`src/rtl/bram_block_streamer_if.sv`:
```
// Handshake bundle between the block streamer, its BRAM read port and the
// downstream big-number consumer. The streamer binds to the master modport.
interface bram_block_streamer_if #(
  parameter int unsigned REGISTER_SIZE = 32
);
  logic                     start_in;
  logic                     busy_out;
  logic                     done_out;
  logic                     read_req_out;
  logic [REGISTER_SIZE-1:0] read_data_in;
  logic                     read_valid_in;
  logic [REGISTER_SIZE-1:0] data_out;
  logic                     valid_out;
  logic                     last_out;
  logic                     ready_in;
  logic                     overflow_out;

  modport master (
    input  start_in,
    input  read_data_in,
    input  read_valid_in,
    input  ready_in,
    output busy_out,
    output done_out,
    output read_req_out,
    output data_out,
    output valid_out,
    output last_out,
    output overflow_out
  );

  modport slave (
    output start_in,
    output read_data_in,
    output read_valid_in,
    output ready_in,
    input  busy_out,
    input  done_out,
    input  read_req_out,
    input  data_out,
    input  valid_out,
    input  last_out,
    input  overflow_out
  );
endinterface

```
`src/rtl/bram_block_streamer.sv`:
```
// Streams one big number out of the block BRAM, LSB block first. Read pulses are
// throttled so that blocks already in flight plus blocks buffered never exceed the
// FIFO, which absorbs the fixed 2-cycle BRAM read latency without losing throughput.
module bram_block_streamer #(
  parameter int unsigned REGISTER_SIZE = 32,
  parameter int unsigned NUM_BLOCKS    = 128,
  parameter int unsigned FIFO_DEPTH    = 4
) (
  input logic                   clk_in,
  input logic                   rst_in,
  bram_block_streamer_if.master bus
);

  localparam int unsigned CntW = $clog2(NUM_BLOCKS + 1);
  localparam int unsigned OccW = $clog2(FIFO_DEPTH + 1);
  localparam int unsigned PtrW = (FIFO_DEPTH > 1) ? $clog2(FIFO_DEPTH) : 1;
  // inflight <= 2 < FIFO_DEPTH, so one extra bit covers occupancy + inflight
  localparam int unsigned SumW = OccW + 1;

  localparam logic [CntW-1:0] NumBlocksC = CntW'(NUM_BLOCKS);
  localparam logic [CntW-1:0] LastIdxC   = CntW'(NUM_BLOCKS - 1);
  localparam logic [OccW-1:0] DepthC     = OccW'(FIFO_DEPTH);
  localparam logic [SumW-1:0] DepthSumC  = SumW'(FIFO_DEPTH);
  localparam logic [PtrW-1:0] PtrMaxC    = PtrW'(FIFO_DEPTH - 1);

  typedef enum logic [1:0] {StIdle, StRun, StDone} state_e;

  state_e                   state_q, state_d;
  logic [CntW-1:0]          issued_q, issued_d;
  logic [CntW-1:0]          emitted_q, emitted_d;
  logic [1:0]               inflight_q, inflight_d;
  logic [OccW-1:0]          occ_q, occ_d;
  logic [PtrW-1:0]          wr_ptr_q, wr_ptr_d;
  logic [PtrW-1:0]          rd_ptr_q, rd_ptr_d;
  logic                     overflow_q, overflow_d;
  logic [REGISTER_SIZE-1:0] mem_q [FIFO_DEPTH];

  logic read_req;
  logic fifo_full;
  logic push_ok;
  logic pop;

  function automatic logic [PtrW-1:0] ptr_inc(input logic [PtrW-1:0] p);
    return (p == PtrMaxC) ? '0 : p + PtrW'(1);
  endfunction

  // Handshake decode: issue gating, FIFO push/pop qualifiers
  always_comb begin
    fifo_full = (occ_q == DepthC);
    read_req  = (state_q == StRun) && (issued_q < NumBlocksC) &&
                ((SumW'(occ_q) + SumW'(inflight_q)) < DepthSumC);
    push_ok   = bus.read_valid_in && !fifo_full;
    pop       = (occ_q != '0) && bus.ready_in;
  end

  // FSM next state and run counters; counters clear on the way back to idle
  always_comb begin
    state_d   = state_q;
    issued_d  = issued_q;
    emitted_d = emitted_q;
    unique case (state_q)
      StIdle: begin
        if (bus.start_in) state_d = StRun;
      end
      StRun: begin
        issued_d  = issued_q + CntW'(read_req);
        emitted_d = emitted_q + CntW'(pop);
        if (emitted_d == NumBlocksC) state_d = StDone;
      end
      StDone: begin
        state_d   = StIdle;
        issued_d  = '0;
        emitted_d = '0;
      end
      default: state_d = StIdle;
    endcase
  end

  // FIFO bookkeeping; a push into a full FIFO is dropped and flagged sticky
  always_comb begin
    inflight_d = inflight_q;
    occ_d      = occ_q;
    wr_ptr_d   = wr_ptr_q;
    rd_ptr_d   = rd_ptr_q;
    overflow_d = overflow_q;
    if (read_req && !bus.read_valid_in) begin
      inflight_d = inflight_q + 2'd1;
    end else if (!read_req && bus.read_valid_in && (inflight_q != '0)) begin
      inflight_d = inflight_q - 2'd1;
    end
    if (bus.read_valid_in && fifo_full) overflow_d = 1'b1;
    if (push_ok) wr_ptr_d = ptr_inc(wr_ptr_q);
    if (pop)     rd_ptr_d = ptr_inc(rd_ptr_q);
    if (push_ok && !pop) begin
      occ_d = occ_q + OccW'(1);
    end else if (!push_ok && pop) begin
      occ_d = occ_q - OccW'(1);
    end
  end

  // State and counter registers
  always_ff @(posedge clk_in or negedge rst_in) begin
    if (!rst_in) begin
      state_q    <= StIdle;
      issued_q   <= '0;
      emitted_q  <= '0;
      inflight_q <= '0;
      occ_q      <= '0;
      wr_ptr_q   <= '0;
      rd_ptr_q   <= '0;
      overflow_q <= 1'b0;
    end else begin
      state_q    <= state_d;
      issued_q   <= issued_d;
      emitted_q  <= emitted_d;
      inflight_q <= inflight_d;
      occ_q      <= occ_d;
      wr_ptr_q   <= wr_ptr_d;
      rd_ptr_q   <= rd_ptr_d;
      overflow_q <= overflow_d;
    end
  end

  // FIFO storage, written on the same edge that read_valid_in is seen
  always_ff @(posedge clk_in or negedge rst_in) begin
    if (!rst_in) begin
      for (int i = 0; i < int'(FIFO_DEPTH); i++) mem_q[i] <= '0;
    end else if (push_ok) begin
      mem_q[wr_ptr_q] <= bus.read_data_in;
    end
  end

  // Outputs; data_out is forced to zero while the FIFO is empty
  always_comb begin
    bus.busy_out     = (state_q == StRun);
    bus.done_out     = (state_q == StDone);
    bus.read_req_out = read_req;
    bus.valid_out    = (occ_q != '0);
    bus.data_out     = (occ_q != '0) ? mem_q[rd_ptr_q] : '0;
    bus.last_out     = (occ_q != '0) && (emitted_q == LastIdxC);
    bus.overflow_out = overflow_q;
  end

endmodule

```
`src/flat_wrapper.sv`:
```
// flat-port wrapper written by rule: the top's interface ports become plain ports
module bram_block_streamer_flat 
#(
  parameter int unsigned REGISTER_SIZE = 32,
  parameter int unsigned NUM_BLOCKS    = 128,
  parameter int unsigned FIFO_DEPTH    = 4
)
  (clk_in, rst_in, bus_start_in, bus_read_data_in, bus_read_valid_in, bus_ready_in, bus_busy_out, bus_done_out, bus_read_req_out, bus_data_out, bus_valid_out, bus_last_out, bus_overflow_out);
  bram_block_streamer_if #(.REGISTER_SIZE(REGISTER_SIZE)) bus_i ();
  input logic clk_in;
  input logic rst_in;
  input wire logic [$bits(bus_i.start_in)-1:0] bus_start_in;
  input wire logic [$bits(bus_i.read_data_in)-1:0] bus_read_data_in;
  input wire logic [$bits(bus_i.read_valid_in)-1:0] bus_read_valid_in;
  input wire logic [$bits(bus_i.ready_in)-1:0] bus_ready_in;
  output wire logic [$bits(bus_i.busy_out)-1:0] bus_busy_out;
  output wire logic [$bits(bus_i.done_out)-1:0] bus_done_out;
  output wire logic [$bits(bus_i.read_req_out)-1:0] bus_read_req_out;
  output wire logic [$bits(bus_i.data_out)-1:0] bus_data_out;
  output wire logic [$bits(bus_i.valid_out)-1:0] bus_valid_out;
  output wire logic [$bits(bus_i.last_out)-1:0] bus_last_out;
  output wire logic [$bits(bus_i.overflow_out)-1:0] bus_overflow_out;
  assign bus_i.start_in = bus_start_in;
  assign bus_i.read_data_in = bus_read_data_in;
  assign bus_i.read_valid_in = bus_read_valid_in;
  assign bus_i.ready_in = bus_ready_in;
  assign bus_busy_out = bus_i.busy_out;
  assign bus_done_out = bus_i.done_out;
  assign bus_read_req_out = bus_i.read_req_out;
  assign bus_data_out = bus_i.data_out;
  assign bus_valid_out = bus_i.valid_out;
  assign bus_last_out = bus_i.last_out;
  assign bus_overflow_out = bus_i.overflow_out;
  bram_block_streamer #(.REGISTER_SIZE(REGISTER_SIZE), .NUM_BLOCKS(NUM_BLOCKS), .FIFO_DEPTH(FIFO_DEPTH)) u_core (.clk_in(clk_in), .rst_in(rst_in), .bus(bus_i));
endmodule
```
`config.mk`:
```
export PLATFORM = sky130hd
export DESIGN_NAME = bram_block_streamer_flat
export DESIGN_NICKNAME = d
export VERILOG_FILES = /design/src/rtl/bram_block_streamer_if.sv /design/src/rtl/bram_block_streamer.sv /design/src/flat_wrapper.sv
export SDC_FILE = /design/constraint.sdc
export NUM_CORES = 1
export LEC_CHECK = 0
export ABC_AREA = 1
export BUFFER_PORTS_ARGS = -buffer_cell sky130_fd_sc_hd__buf_2
export CAP_MARGIN = 20
export CORE_ASPECT_RATIO = 1.2
export CORE_MARGIN = 10
export CORE_UTILIZATION = 65
export CTS_BUF_LIST = sky130_fd_sc_hd__clkbuf_8
export DETAILED_ROUTE_END_ITERATION = 16
export HOLD_SLACK_MARGIN = 0.1
export PLACE_DENSITY = 0.95
export SETUP_SLACK_MARGIN = 0.02
export SLEW_MARGIN = 20
export SYNTH_ARGS = -nofsm -noshare
export SYNTH_HDL_FRONTEND = slang
export SYNTH_SLANG_ARGS = --single-unit
```
`constraint.sdc`:
```
create_clock -name clk_in -period 3.2 [get_ports clk_in]
set_input_delay 0.48 -clock clk_in [delete_from_list [all_inputs] [get_ports clk_in]]
set_output_delay 0.48 -clock clk_in [all_outputs]
set_load 0.05 [all_outputs]
```
==> results.ini <==
[yosys]
synth_area_leaders=dfrtp_1, nand2_1, nor2_1
syn_inst=894
postSynthAreaPerCell_um2=8.627
syn_nets=949
synth_area_mm2=0.007712
yosysWarnings=0
synth_top_cell_by_area=dfrtp_1
yosys_register_bits=156
yosys.area.top_type_share_pct=50.62
ys_types=34
yosysSeqAreaShare_pct=50.62

[clocking]
tritoncts=yes
ctsResizeCount=0
clk_latency_ps=460
path_clk_slew_ps=80
clockBufferDepth=2
numCtsBuffers=17
cts.sinks=156
cts-root-buf=clkbuf_8
htree_levels=4

[layout]
nets=1001
num_antenna_cells=0
area_growth_pct=9.101
drive_above_1_share_pct=18.89
fin_util_pct=72.74

[detailed_routing]
first_pass_iters=5
wirelength_um=17430
antenna_left=0
wire_per_inst_um=15.63
drc_errors=0
drtIter0Drc=744
vias=6288
viasPerCell=5.639

[power_and_ir_drop]
switching_share_pct=49.34
switchingPower_uw=5083
seqPwrFrac_pct=33.2
combPwrFrac_pct=51.7
p_per_area_mw_per_mm2=1224
vdd_drop_max_mv=0.8627
intPower_uw=5219
clkPwrFrac_pct=15.1
leakage_uw=0.004189

[place]
dp_hpwl_um=10820
portBuffers=74
gp_routability_congestion=0.7863

[floorplan]
dieWidth_um=119.4
die_h_um=139.3
core_mm2=0.01157
initial_core_util_pct=66.67
placementRows=43
ioPinCount=75
die_area_mm2=0.01664

[worst_setup_path]
crit_chain=buf_4 > nor2_1 > nor2_1 > o21ai_0 > a21oi_1 > buf_2
worstPathBufferInverterCount=2
crit_top_cell=nor2_1
critPathKind=flop to output pin
worst_setup_path_start_kind=flop
cp-startpoint=u_core.rd_ptr_q[0]
cp.arrival_ps=2510
rr_startpoint=u_core.occ_q[0]
cp.required_ps=2720
cp_max_fo=40
cpPeakStageDelay_ps=730
critical-path-top-delay-family=buffers and inverters
worstSetupEndpointType=output pin
slowest_stage=dfrtp_2

[global_routing]
grt_antenna_before_repair=0
grtUsageMet2_pct=36.28
grt_use_total_pct=21.13
busiest_layer=met2
grt_pass1_wl_um=29350
gr-total-overflow=0
met1_usage_pct=24.58
grt_pass1_vias=6329
gr-usage-met3_pct=6.070
grt_max_degree=74

[sta]
maxSlewHeadroom_pct=46.54
setup_viol=0
layout_min_cycle_time_ps=2989
final_max_slew_viol_count=0
fin_setup_tns_ps=0
fmax_mhz=334.5
finClkSkew_ps=8.698
worst_pin_slew_ps=801.9
fin_hold_ws_ps=304.4
grt_setup_unrepaired=false
hold_viol_final=0
finalCritPeriodShare_pct=93.42

[min_path]
hold_class=input port to flop
hold_start=bus_read_valid_in

[job]
drv_cap=0

[run_status]
status=finished clean

## worst register-to-register path, stage by stage (launching register included)
cell	delay [ps]
dfrtp_1	480
nor3_4	230
inv_2	50
nand2_1	120
inv_2	90
ha_1	200
ha_1	260
inv_1	70
nand2_1	60
nor2_1	130
nand2_1	70
nor2_1	130
nand3_1	110
nand2_2	100
nand2_2	70
nand2_1	60
nand2_1	60
## area by class of cell
cell class	count	area (um^2)
Sequential cell	156	3905
Multi-Input combinational cell	622	3169
Fill cell	825	3153
Timing Repair Buffer	83	471.7
Clock buffer	19	261.5
Inverter	66	252.7
Tap cell	157	196.4
Clock inverter	12	157.7
## flip-flops by register name (all words and copies together) (netlist names)
signal and count:
u_core.state_q 2, u_core.issued_q 8, u_core.emitted_q 8, u_core.inflight_q 2
u_core.mem_q 128, u_core.rd_ptr_q 2, u_core.occ_q 3, u_core.wr_ptr_q 2
u_core.bus.overflow_out 1
## metrics by stage
stage | power, uW | std cells | instance area [um^2] | worst slack (ps)
final | 10300 | 1115 | 8414 | 210.6
after floorplan | 7608 | 894 | 7712 | 531.1
after CTS | 10320 | 1115 | 8414 | 232.8
after global placement | 8490 | 1083 | 7985 | 785.7
after detailed placement | 8712 | 1083 | 7985 | 742.7
after global routing | 11010 | 1115 | 8414 | 61.35
## repair_timing
item,CTS,global route
hold endpoints to repair,48,0
endpoints found under the setup margin,0,0
hold buffers,1,0
setup buffers,0,0
## kinds of logic after synthesis
family	synth area share [%]
AO/OA/AOI/OAI	19.27
buffers and inverters	8.371
multiplexers	0.1460
XOR/XNOR	0.5678
AND/OR/NAND/NOR	18.01
flip-flops	50.62
adder cells (fa/ha/maj)	3.017
## synth_stat cells (all sizes together)
cell / instances
a21oi: 39
fa: 1
inv: 66
buf: 39
ha: 17
a31oi: 2
nor3b: 1
nor4: 1
nor3: 3
o21ai: 205
o21a: 1
nand3: 17
nor2: 144
nand4: 3
o22ai: 2
mux2: 1
xnor2: 4
nand2: 178
clkbuf: 11
dfrtp: 156
xor2: 1
o21bai: 2
## worst paths after layout
check                      cells after the start  slack, ps                 endpoint
max in group asynchronous                      3       1830          u_core.mem_q[8]
hold / removal                                 3        300  u_core.bus.overflow_out
setup reg to reg                              16        820        u_core.state_q[0]
hold reg to reg                                1        480  u_core.bus.overflow_out
setup / recovery                               6        210         bus_data_out[21]
min in group asynchronous                      2        530      u_core.emitted_q[3]
## power groups by stage
| stage | clock network (uW) | registers [uW] | logic [uW] |
|---|---|---|---|
| after global placement | 0 | 3380 | 5110 |
| final | 1550 | 3420 | 5330 |
| after floorplan | 0 | 3250 | 4360 |
| after CTS | 1570 | 3400 | 5350 |
| after global routing | 1660 | 3510 | 5840 |
| after detailed placement | 0 | 3420 | 5290 |
## cell usage in the layout (no fill, tap or decap), types with 2 or more instances in the layout
cell type and instances:
a31oi_1 2, inv_1 67, nor2_1 144, buf_4 6
buf_12 2, clkbuf_8 19, o21ai_2 57, buf_2 73
clkinv_2 2, xnor2_1 4, o21ai_0 73, inv_2 3
a21oi_1 39, bufinv_16 4, nand4_1 3, nand2_4 4
o21ai_1 75, o22ai_1 2, nand3_1 16, nand2_1 171
nand2_2 3, ha_1 17, nor3_1 2, dfrtp_1 155
## layer usage
layer	routed length (um)	share of wire, %	up-vias
li1	-	-	3016
met1	6982	40	3028
met2	9108	52	207
met3	991	5.7	37
met4	342	2.0	0
met5	0	0	-
(Power assumes the default switching activity.)
